**config.mk**
```make
export PLATFORM = sky130hd
export DESIGN_NAME = wb_burst_master
export DESIGN_NICKNAME = d
export VERILOG_FILES = /design/src/rtl/wb_burst_master_pkg.sv /design/src/rtl/wb_watchdog.sv /design/src/rtl/wb_burst_master.sv
export SDC_FILE = /design/constraint.sdc
export NUM_CORES = 1
export LEC_CHECK = 0
export CAP_MARGIN = 10
export CORE_ASPECT_RATIO = 1.25
export CORE_MARGIN = 2
export CORE_UTILIZATION = 45
export DETAILED_ROUTE_END_ITERATION = 10
export PLACE_DENSITY_LB_ADDON = 0.12
export SYNTH_ARGS = -nofsm -noshare
export SYNTH_HDL_FRONTEND = slang
export SYNTH_SLANG_ARGS = --single-unit
```
**constraint.sdc**
```tcl
create_clock -name clk -period 6.14 [get_ports clk]
set_clock_uncertainty 0.2 [all_clocks]
set_input_delay 1.228 -clock clk [delete_from_list [all_inputs] [get_ports clk]]
set_output_delay 1.228 -clock clk [all_outputs]
set_load 0.01 [all_outputs]
```
**src/rtl/wb_burst_master_pkg.sv**
```systemverilog
// Shared definitions for the Wishbone burst initiator.
// Holds the FSM state encoding, the address step between beats, the
// width of beat counters and a helper that turns a burst length field
// (beats-1) into a beat count.
package wb_burst_master_pkg;

    typedef enum logic [1:0] {
        ST_IDLE  = 2'd0,
        ST_BUS   = 2'd1,
        ST_DONE  = 2'd2,
        ST_ABORT = 2'd3
    } state_t;

    localparam logic [31:0] WB_WORD_STRIDE = 32'd4;
    localparam int          BEAT_W         = 5;

    // len is beats-1, so 0 -> 1 beat and 15 -> 16 beats.
    function automatic logic [BEAT_W-1:0] beats_from_len(input logic [3:0] len);
        return {1'b0, len} + 5'd1;
    endfunction

endpackage

```
**src/rtl/wb_watchdog.sv**
```systemverilog
// Idle-cycle watchdog for a Wishbone burst.
// Ports:
//   clk, rst  - clock and synchronous active-high reset
//   clear     - restart the idle count (progress was made this cycle)
//   enable    - count this cycle as idle when not cleared
//   expired   - combinational, high on the TIMEOUT_CYCLES-th consecutive
//               idle cycle so the owner can leave its busy state next edge
module wb_watchdog #(
    parameter int TIMEOUT_CYCLES = 255
) (
    input  logic clk,
    input  logic rst,
    input  logic clear,
    input  logic enable,
    output logic expired
);

    logic [7:0] count_reg;

    always_ff @(posedge clk) begin
        if (rst || clear) begin
            count_reg <= 8'd0;
        end else if (enable) begin
            count_reg <= count_reg + 8'd1;
        end
    end

    // count_reg holds the number of idle cycles already seen, so the
    // current idle cycle is the last one allowed when it equals TIMEOUT-1.
    assign expired = enable && !clear && (count_reg == 8'(TIMEOUT_CYCLES - 1));

endmodule

```
**src/rtl/wb_burst_master.sv**
```systemverilog
// Wishbone pipelined burst initiator.
// Accepts a command (start address, direction, byte select, beats-1) and
// issues incrementing-address beats, pulling write data from a valid/ready
// stream and pushing read data out as one-cycle pulses. A watchdog aborts
// the burst if neither an issue nor an ack happens for TIMEOUT_CYCLES.
// Ports:
//   cmd_*        command handshake and fields
//   wr_*         write data stream (consumed exactly when a beat issues)
//   rd_*         read data pulses, one per read ack, no backpressure
//   resp_*       one-cycle burst completion report
//   o_wb_*/i_wb_* Wishbone pipelined master signals
module wb_burst_master
    import wb_burst_master_pkg::*;
#(
    parameter int MAX_OUTSTANDING = 4,
    parameter int TIMEOUT_CYCLES  = 255
) (
    input  logic        clk,
    input  logic        rst,
    input  logic        cmd_valid,
    output logic        cmd_ready,
    input  logic        cmd_we,
    input  logic [31:0] cmd_addr,
    input  logic [3:0]  cmd_sel,
    input  logic [3:0]  cmd_len,
    input  logic [31:0] wr_data,
    input  logic        wr_valid,
    output logic        wr_ready,
    output logic [31:0] rd_data,
    output logic        rd_valid,
    output logic        resp_valid,
    output logic        resp_err,
    output logic [4:0]  resp_beats,
    output logic        o_wb_cyc,
    output logic        o_wb_stb,
    output logic        o_wb_we,
    output logic [3:0]  o_wb_sel,
    output logic [31:0] o_wb_addr,
    output logic [31:0] o_wb_data,
    input  logic [31:0] i_wb_data,
    input  logic        i_wb_ack,
    input  logic        i_wb_stall
);

    state_t              state_reg, state_next;
    logic [31:0]         addr_reg;
    logic                we_reg;
    logic [3:0]          sel_reg;
    logic [BEAT_W-1:0]   beats_reg;
    logic [BEAT_W-1:0]   issued_reg;
    logic [BEAT_W-1:0]   acks_reg;
    logic [3:0]          outstanding_reg;
    logic [31:0]         rd_data_reg;
    logic                rd_valid_reg;

    logic                issue;
    logic                ack_ok;
    logic                wd_clear;
    logic                wd_enable;
    logic                wd_expired;

    always_comb begin
        state_next = state_reg;
        cmd_ready  = 1'b0;
        o_wb_cyc   = 1'b0;
        o_wb_stb   = 1'b0;
        issue      = 1'b0;
        ack_ok     = 1'b0;
        resp_valid = 1'b0;
        resp_err   = 1'b0;
        resp_beats = 5'd0;
        case (state_reg)
            ST_IDLE: begin
                // Held low while reset is asserted so no command is taken
                // on the reset edge.
                cmd_ready = !rst;
                if (cmd_valid && !rst) begin
                    state_next = ST_BUS;
                end
            end
            ST_BUS: begin
                o_wb_cyc = 1'b1;
                o_wb_stb = (issued_reg < beats_reg)
                        && (outstanding_reg < 4'(MAX_OUTSTANDING))
                        && (!we_reg || wr_valid);
                issue    = o_wb_stb && !i_wb_stall;
                // An ack with nothing in flight is a slave glitch; drop it.
                ack_ok   = i_wb_ack && (outstanding_reg != 4'd0);
                if (ack_ok && ((acks_reg + 5'd1) == beats_reg)) begin
                    state_next = ST_DONE;
                end else if (wd_expired) begin
                    state_next = ST_ABORT;
                end
            end
            ST_DONE: begin
                resp_valid = 1'b1;
                resp_beats = beats_reg;
                state_next = ST_IDLE;
            end
            ST_ABORT: begin
                resp_valid = 1'b1;
                resp_err   = 1'b1;
                resp_beats = acks_reg;
                state_next = ST_IDLE;
            end
            default: state_next = ST_IDLE;
        endcase
    end

    always_ff @(posedge clk) begin
        if (rst) begin
            state_reg       <= ST_IDLE;
            addr_reg        <= 32'd0;
            we_reg          <= 1'b0;
            sel_reg         <= 4'd0;
            beats_reg       <= '0;
            issued_reg      <= '0;
            acks_reg        <= '0;
            outstanding_reg <= 4'd0;
            rd_data_reg     <= 32'd0;
            rd_valid_reg    <= 1'b0;
        end else begin
            state_reg    <= state_next;
            rd_valid_reg <= ack_ok && !we_reg;
            if (ack_ok && !we_reg) begin
                rd_data_reg <= i_wb_data;
            end
            if (cmd_ready && cmd_valid) begin
                addr_reg        <= cmd_addr;
                we_reg          <= cmd_we;
                sel_reg         <= cmd_sel;
                beats_reg       <= beats_from_len(cmd_len);
                issued_reg      <= '0;
                acks_reg        <= '0;
                outstanding_reg <= 4'd0;
            end
            if (issue) begin
                addr_reg   <= addr_reg + WB_WORD_STRIDE;
                issued_reg <= issued_reg + 5'd1;
            end
            if (ack_ok) begin
                acks_reg <= acks_reg + 5'd1;
            end
            case ({issue, ack_ok})
                2'b10:   outstanding_reg <= outstanding_reg + 4'd1;
                2'b01:   outstanding_reg <= outstanding_reg - 4'd1;
                default: outstanding_reg <= outstanding_reg;
            endcase
        end
    end

    assign wd_enable = (state_reg == ST_BUS);
    assign wd_clear  = !wd_enable || issue || ack_ok;

    wb_watchdog #(
        .TIMEOUT_CYCLES(TIMEOUT_CYCLES)
    ) u_watchdog (
        .clk     (clk),
        .rst     (rst),
        .clear   (wd_clear),
        .enable  (wd_enable),
        .expired (wd_expired)
    );

    // Gated by reset so a beat offered on the reset edge is not consumed.
    assign wr_ready  = we_reg && issue && !rst;
    assign o_wb_we   = o_wb_cyc && we_reg;
    assign o_wb_sel  = sel_reg;
    assign o_wb_addr = addr_reg;
    assign o_wb_data = wr_data;
    assign rd_data   = rd_data_reg;
    assign rd_valid  = rd_valid_reg;

endmodule

```
Word level (Yosys, flattened, before mapping) --
Cells that the tools add are included. W data, S select, Z words.
Cells by class: $add $sub $neg 7, order comparisons 2, equal/unequal tests 9, multiplexer cells 18, reductions and logical operators 29
Operator list (count):
- $mux W32 | 2
- $add A32 B3 Y32 const B | 1
- $mux W5 | 3
- $logic_and A1 B1 Y1 | 13
- $add A5 B1 Y5 const B | 2
- $pmux W5 S2 | 1
- $add A8 B1 Y8 const B | 1
- $eq A8 B8 Y1 const B | 1
- $pmux W4 S2 | 1
- $mux W1 | 7
- $eq A2 B2 Y1 const B | 3
- $mux W2 | 3
- $pmux W2 S3 | 1
- $reduce_bool A2 Y1 | 3
- $add A4 B1 Y5 const B | 1
- $eq A5 B5 Y1 | 1
- $logic_not A1 Y1 | 5
- $lt A5 B5 Y1 | 1
- $add A4 B1 Y4 const B | 1
- $eq A2 B1 Y1 const B | 2
- $logic_or A1 B1 Y1 | 4
- $lt A4 B3 Y1 const B | 1
- $reduce_bool A4 Y1 | 1
- $sub A4 B1 Y4 const B | 1
- other kinds (5) | 5
Word-level totals: register bits after elaboration 99, output and inout port bits 113, word-level logic and storage cells 76

Depth between registers and ports, before layout --
Gate-level depths: netlist of run 1.
depth after elaboration 13, depth in mapped cells 15

By module --
A second synthesis of run 1 with hierarchy kept.
Second synthesis, totals: cell total of the unflattened synthesis 636, area total of the unflattened synthesis 5109.9 µm²
Modules (own cells, without submodules):
- wb_burst_master | instances 1, cells an instance 592, area each 4722.0 µm², seq. area each 1821.7 µm²
- wb_watchdog | instances 1, cells an instance 44, area each 387.9 µm², seq. area each 160.2 µm²

Worst setup path before layout of run 1 --
No wires, ideal clock.
path type in2out, from input port i_wb_stall, to output port wr_ready, data arrival time 2.743 ns, slack 1.969 ns, cell stages on the path 7, path through or3b_1 nor4_4 o21a_1 buf_4 inv_2 clkbuf_1 nor2_1
Between the ends: word-level cells in the longest chain between the ends 5
Ends and longest elaborated chain:
- start, declared | line wb_burst_master.sv:42 | input logic i_wb_stall
- $logic_not A1 Y1 | line wb_burst_master.sv:86 | issue = o_wb_stb && !i_wb_stall;
- $logic_and A1 B1 Y1 | line wb_burst_master.sv:86
- $mux W1 | line wb_burst_master.sv:72 | case (state_reg)
- $logic_and A1 B1 Y1 (2 in series) | line wb_burst_master.sv:166 | assign wr_ready = we_reg && issue && !rst;
- end, declared | line wb_burst_master.sv:28 | output logic wr_ready,
No other way between the ends.

Final worst setup path of run 1 --
Same ends and word-level chain as after synthesis.

==> results of run 1 <==
-- cell usage after synthesis (all sizes together), types with 3 or more instances --
| master | n | area share (%) |
|---|---|---|
| a21oi | 50 | 4.9 |
| nand3 | 17 | 1.7 |
| mux2i | 6 | 1.2 |
| nor2 | 31 | 2.3 |
| buf | 36 | 5.1 |
| o2111ai | 3 | 0.51 |
| nand2b | 3 | 0.37 |
| and2 | 3 | 0.37 |
| nor3 | 12 | 1.2 |
| or3 | 12 | 1.6 |
| nand4 | 12 | 1.5 |
| a211oi | 3 | 0.44 |
| and4 | 4 | 0.71 |
| ha | 13 | 3.2 |
| inv | 10 | 0.73 |
| xor2 | 16 | 2.7 |
| clkbuf | 33 | 3.4 |
| o21a | 3 | 0.44 |
| nor2b | 6 | 0.73 |
| and3 | 8 | 1.0 |
| xnor2 | 9 | 1.5 |
| a21boi | 4 | 0.59 |
| nand4b | 3 | 0.51 |
| nand3b | 7 | 1.0 |
| a31oi | 18 | 2.3 |
| nand2 | 129 | 9.5 |
| or4 | 5 | 0.73 |
| o21ai | 7 | 0.68 |
| dfxtp | 99 | 39 |
| o211ai | 15 | 2.2 |
| o31a | 3 | 0.51 |
| o31ai | 5 | 0.73 |
| o311ai | 5 | 0.85 |
| nor4 | 9 | 1.4 |
-- final timing paths --
path | slack [ps] | cells after the start | to | startpoint
setup / recovery | 860 | 7 | wr_ready | i_wb_stall
hold / removal | 250 | 2 | rd_data[31]$_SDFFE_PP0P_ | rd_data[31]$_SDFFE_PP0P_
setup reg to reg | 2180 | 11 | outstanding_reg[2]$_SDFFE_PP0P_ | state_reg[0]$_SDFFE_PP0P_
hold reg to reg | 250 | 2 | rd_data[31]$_SDFFE_PP0P_ | rd_data[31]$_SDFFE_PP0P_
-- metrics by stage --
step	cell area [um2]	total power, mW	setup WS [ps]
CTS	6760	1.43	874
global route	6780	1.47	696
global placement	6470	0.877	918
detailed placement	6470	0.881	885
floorplan	5130	0.801	1970
finish	6780	1.42	858
-- layer usage --
layer | global-route usage [%] | vias to the layer above
li1 | - | 2400
met1 | 25.5 | 2278
met2 | 39.7 | 163
met3 | 3.67 | 38
met4 | 9.33 | 0
met5 | 0 | -
-- critical path, stage by stage --
cell and delay, ps:
clkdlybuf4s50_1 460, or3b_1 420, nor4_4 430, o21a_1 400, inv_2 240, nor2_1 140
clkdlybuf4s50_1 540
-- kinds of logic (layout without fill, tap and decap cells) --
logic type	Yosys count	in the layout	synth area share [%]
simple gates	272	272	26.4
compound gates	133	133	17.1
flops	99	99	38.7
buf+inv	79	188	9.20
xor+xnor	25	25	4.27
fa+ha+maj	13	13	3.17
mux	6	6	1.17
-- power breakdown --
group	internal [mW]	switching, mW
registers	0.661	0.0228
clock network	0.300	0.250
logic	0.101	0.0820
total	1.06	0.355
-- area by class of cell --
type	count	area, um2
fill	976	4310
clock inverter	4	33.8
tap	135	169
timing repair buffer	162	1620
sequential	99	1980
multi-input combinational	449	2680
inverter	10	37.5
clock buffer	12	256
==> key figures, run 1 <==
Status
  – Status: complete, no violations

Synth
  – Avg Cell Area, Syn: 8.18 um2
  – Cell variety after synth: 69
  – Synthesized Nets: 751
  – Register area share after synthesis: 38.7%
  – Main flop type after synthesis: dfxtp_1
  – Number of synthesized flops with an enable pin: 0
  – Yosys reg bits: 99
  – Synthesized netlist cell count: 627
  – Synthesized area: 5130 um2
  – Syn. warnings: 0
  – Asr flop ratio synth: 0%

Floorplan
  – Placement Rows: 43
  – Die Ht: 123 um
  – I/O Pins: 224
  – Die area: 12300 um2
  – Starting density of the core: 46.3%
  – Area of the core: 11100 um2
  – Die Wd: 99.5 um

Timing
  – Slew headroom: 26.4%
  – Final hold violations: 0
  – # setup viols final: 0
  – Fin crit share: 86.0%
  – Least-Margin Pin Slew: 1100 ps
  – Hold_ws: 253 ps
  – FMAX: 0.189 GHz
  – Slew Viols, Final: 0
  – Min Tclk post-route: 5280 ps
  – Setup TNS Final: 0 ps
  – RSZ-0062 raised after global routing: no

Final layout
  – Nets: 855
  – Final core utilization: 61.1%
  – Cell Count, Final, Fillers Out: 871
  – Commonest non-fill, non-tap cell in the layout: clkdlybuf4s50_1
  – ANT cells: 0
  – Layout Area Growth over Synthesis: 32.2%
  – Layout cell share with drive strength beyond 1: 4.89%
  – Commonest non-fill, non-tap cells in the layout: 158 x clkdlybuf4s50_1, 128 x nand2_1, 99 x dfxtp_1

Place
  – Final Wtd Congestion: 0.823
  – Inst Count DP: 854
  – Final HPWL from detailed placement: 9.88 mm
  – Port bufs: 159

Power and ir drop
  – Worst VDD drop: 0.114 mV
  – P_leak: 2.32 nW
  – PD cells: 209 nW/um2

Flow run
  – Max_cap viols: 0

Drt
  – Top Layer Used: met4
  – DR WL/cell: 16.0 um
  – Pre-antenna DRT Iters: 4
  – Vias per cell: 5.60
  – Initial DRC Count: 181
  – Detailed-routed wire length on met2: 7.19 mm
  – Met1 WL: 5.59 mm
  – Total number of vias: 4879
  – Post-route ant nets: 0
  – DR DRC count: 0
  – Met3 WL: 860 um
  – Final wirelength: 14.0 mm

Critical path
  – Startpoint types: primary input
  – Crit path kind: primary input to output pin
  – Crit path required time: 4710 ps
  – Crit path capture type: output pin
  – Crit path max fanout: 20
  – Arr. time, crit path: 3850 ps

CTS
  – Clock Latency Late Sink: 340 ps
  – Hold buffer count at cts: 0
  – CTS tree: yes
  – Post-CTS sizing: 0
  – CTS H-tree lvls: 3
  – Clock Sinks: 99
  – Clock transition at path regs: 70 ps
  – Setup bufs post-CTS: 0
  – CTS Buf Count: 9
  – CTS max path bufs: 2
  – Root Buffer Master: clkbuf_16

GRT
  – Vias in the first global route: 4691
  – Largest net degree at the start of global routing: 79
  – Wire length of the first global-routing pass: 22.1 mm
  – Initial antenna violation count: 0
  – Grt ovf: 0
  – Gr usage total: 21.9%

Hold path
  – Worst min-delay path category: flop to flop
(Power assumes the default switching activity.)
==> inputs of run 2 (changes only) <==
--- a/config.mk
+++ b/config.mk
@@ -5,7 +5,8 @@
 export SDC_FILE = /design/constraint.sdc
 export NUM_CORES = 1
 export LEC_CHECK = 0
-export CAP_MARGIN = 10
+export ABC_AREA = 1
+export CAP_MARGIN = 20
 export CORE_ASPECT_RATIO = 1.25
 export CORE_MARGIN = 2
 export CORE_UTILIZATION = 45
==> run 2 against run 1 <==
Net effect:
- die area is 9.8% higher
- sequential power is 1% higher
- cell area is 8.9% higher
- synthesized cell count is 37% higher
- first-iteration DRC count is 29% higher
- via count is 15% higher
- power is 5.6% higher
- worst hold slack better by 7.5 ps
- global-route usage is 1.4 points higher
- largest cell class unchanged
- largest power group unchanged
==> key figures, run 2 <==
Status
  – Status: complete, no violations

CTS
  – Root Buffer Master: clkbuf_16
  – CTS max path bufs: 2 (unchanged)
  – Post-CTS sizing: 0 (unchanged)
  – Setup bufs post-CTS: 0 (unchanged)
  – Clock transition at path regs: 70 ps (about the same)
  – Clock Latency Late Sink: 340 ps (about the same)
  – CTS H-tree lvls: 3 (unchanged)
  – Hold buffer count at cts: 0 (unchanged)
  – Clock Sinks: 99 (unchanged)
  – CTS tree: yes
  – CTS Buf Count: 9 (unchanged)

Critical path
  – Crit path kind: primary input to output pin
  – Slowest CP cell: clkdlybuf4s50_1
  – Setup crit start: wr_valid
  – Crit path max fanout: 30 (+50%)
  – Startpoint types: primary input
  – Crit path required time: 4710 ps (about the same)
  – Worst R2R Start: beats_reg[2]$_SDFFE_PP0P_
  – Worst-path cell chain: clkdlybuf4s50_1, inv_1, nand2_1, nand2_1, nor2_4, nand4_2, buf_4, nor2_1, clkdlybuf4s50_1
  – Arr. time, crit path: 3080 ps (-770 ps)
  – Crit path capture type: output pin
  – Slowest stage delay, CP: 580 ps (+40 ps)

Synth
  – Most frequent cells after synthesis: 261 x nand2_1, 99 x dfxtp_1, 94 x nor2_1
  – Asr flop ratio synth: 0% (unchanged)
  – Avg Cell Area, Syn: 6.59 um2 (-19%)
  – Register area share after synthesis: 35.1% (-3.6 points)
  – Synthesized area: 5650 um2 (+10%)
  – Yosys reg bits: 99 (unchanged)
  – Synthesized netlist cell count: 857 (+37%)
  – Leading post-synthesis cells by cell area: dfxtp_1 35%, nand2_1 17%, nand3_1 6.6%
  – Syn. warnings: 0 (unchanged)
  – Area leader, netlist: dfxtp_1
  – Most frequent cell after synthesis: nand2_1
  – Number of synthesized flops with an enable pin: 0 (unchanged)
  – Share of the synthesized area in the top cell type: 35.1% (-3.6 points)
  – Cell variety after synth: 36 (-48%)
  – Synthesized Nets: 981 (+31%)
  – Main flop type after synthesis: dfxtp_1

Timing
  – Min Tclk post-route: 4510 ps (-772 ps)
  – Slew headroom: 50.3% (+24 points)
  – Least-Margin Pin Slew: 745 ps (-359 ps)
  – # setup viols final: 0 (unchanged)
  – Fin crit share: 73.4% (-13 points)
  – FMAX: 0.222 GHz (+17%)
  – RSZ-0062 raised after global routing: no
  – Setup ws final: 1630 ps (+772 ps)
  – Setup TNS Final: 0 ps (unchanged)
  – Slew Viols, Final: 0 (unchanged)
  – Final hold violations: 0 (unchanged)

Drt
  – Pre-antenna DRT Iters: 5 (+1)
  – Initial DRC Count: 234 (+29%)
  – Post-route ant nets: 0 (unchanged)
  – Final wirelength: 15.6 mm (+12%)
  – Total number of vias: 5597 (+15%)
  – Vias per cell: 4.92 (-12%)
  – DR WL/cell: 13.8 um (-14%)
  – DR DRC count: 0 (unchanged)

GRT
  – Wire length of the first global-routing pass: 25.8 mm (+17%)
  – Vias in the first global route: 5428 (+16%)
  – Initial antenna violation count: 0 (unchanged)
  – Grt ovf: 0 (unchanged)
  – Gr usage total: 23.4% (+1.4 points)
  – Largest net degree at the start of global routing: 64 (-19%)

Power and ir drop
  – Reg power frac: 46.1% (-2.1 points)
  – Net load switching power: 0.390 mW (+9.9%)
  – Power Internal: 1.11 mW (+4.2%)
  – Worst VDD drop: 0.111 mV (-2.3%)
  – Clock power frac: 38.6% (-0.2 points)
  – Net Sw Frac: 26.1% (+1.0 points)
  – P_leak: 2.84 nW (+22%)
  – PD cells: 203 nW/um2 (-3.0%)
  – Combinational share of power: 15.3% (+2.4 points)

Floorplan
  – Die Wd: 104 um (+4.8%)
  – Area of the core: 12200 um2 (+10%)
  – Die Ht: 129 um (+4.8%)
  – I/O Pins: 224 (unchanged)
  – Die area: 13500 um2 (+9.8%)
  – Starting density of the core: 46.2% (about the same)
  – Placement Rows: 45 (+4.7%)

Hold path
  – Hold Path Origin: rd_data[14]$_SDFFE_PP0P_
  – Worst min-delay path category: flop to flop

Final layout
  – Layout Area Growth over Synthesis: 30.6%
  – Cell Count, Final, Fillers Out: 1137 (+31%)
  – Nets: 1092 (+28%)
  – Layout cell share with drive strength beyond 1: 5.24% (+0.35 points)
  – Commonest non-fill, non-tap cell in the layout: nand2_1
  – ANT cells: 0 (unchanged)
  – Commonest non-fill, non-tap cells in the layout: 261 x nand2_1, 158 x clkdlybuf4s50_1, 99 x dfxtp_1

Place
  – Final Wtd Congestion: 0.898 (+9.1%)
  – Port bufs: 159 (unchanged)
  – Inst Count DP: 1119 (+31%)
  – Pre-CTS setup slack: 1630 ps (+747 ps)
  – Final HPWL from detailed placement: 11.3 mm (+14%)

Flow run
  – Max_cap viols: 0 (unchanged)
==> run 2: power groups by stage <==
stage | combinational, mW | clock, mW | sequential [mW]
finish | 0.229 | 0.578 | 0.691
global route | 0.254 | 0.620 | 0.694
CTS | 0.229 | 0.589 | 0.691
detailed placement | 0.228 | 0 | 0.705
global placement | 0.226 | 0 | 0.705
floorplan | 0.133 | 0 | 0.706
==> run 2: per-layer routing <==
layer  wire [um]  global-route usage [%]
met1        6460                    26.7
met2        7550                    41.9
met3        1220                    6.34
met4         401                    8.74
met5           0                       0
==> run 2: path summary, 6_finish.rpt <==
kind,to,slack [ps],depth (start not counted)
setup / recovery,wr_ready,1630,9
hold / removal,rd_data[14]$_SDFFE_PP0P_,260,2
setup reg to reg,outstanding_reg[2]$_SDFFE_PP0P_,3190,16
hold reg to reg,rd_data[14]$_SDFFE_PP0P_,260,2
==> run 2: cells by family after synthesis <==
group / Yosys count / share of synthesized area [%]
AOI/OAI and AO/OA: 110 / 10.5
xor gates and xnor gates: 23 / 3.57
adders and majority gates: 13 / 2.88
buffers and inverters: 149 / 13.4
DFF: 99 / 35.1
and+or+nand+nor: 463 / 34.5
==> run 2: layout make-up <==
cell class,instances,area (um2)
repair buffers,166,1660
inverters,83,312
clock buffers,10,239
multi-input cells,609,2920
flip-flops and latches,99,1980
clock inverters,6,65.1
well taps,164,205
fillers,1202,4840
==> run 2: metrics by stage <==
step	utilization [%]	power, mW	area, um2	hold WS [ps]
floorplan	-	0.839	5650	250
global placement	57.6	0.931	7040	248
detailed placement	57.6	0.933	7040	254
CTS	60.1	1.51	7340	263
global route	60.4	1.57	7380	282
finish	60.4	1.50	7380	260
==> run 2: worst max-delay path, delay by kind of cell <==
family                 cells  cell delay (ps)
buffers and inverters      4             1330
AND/OR/NAND/NOR            5              510
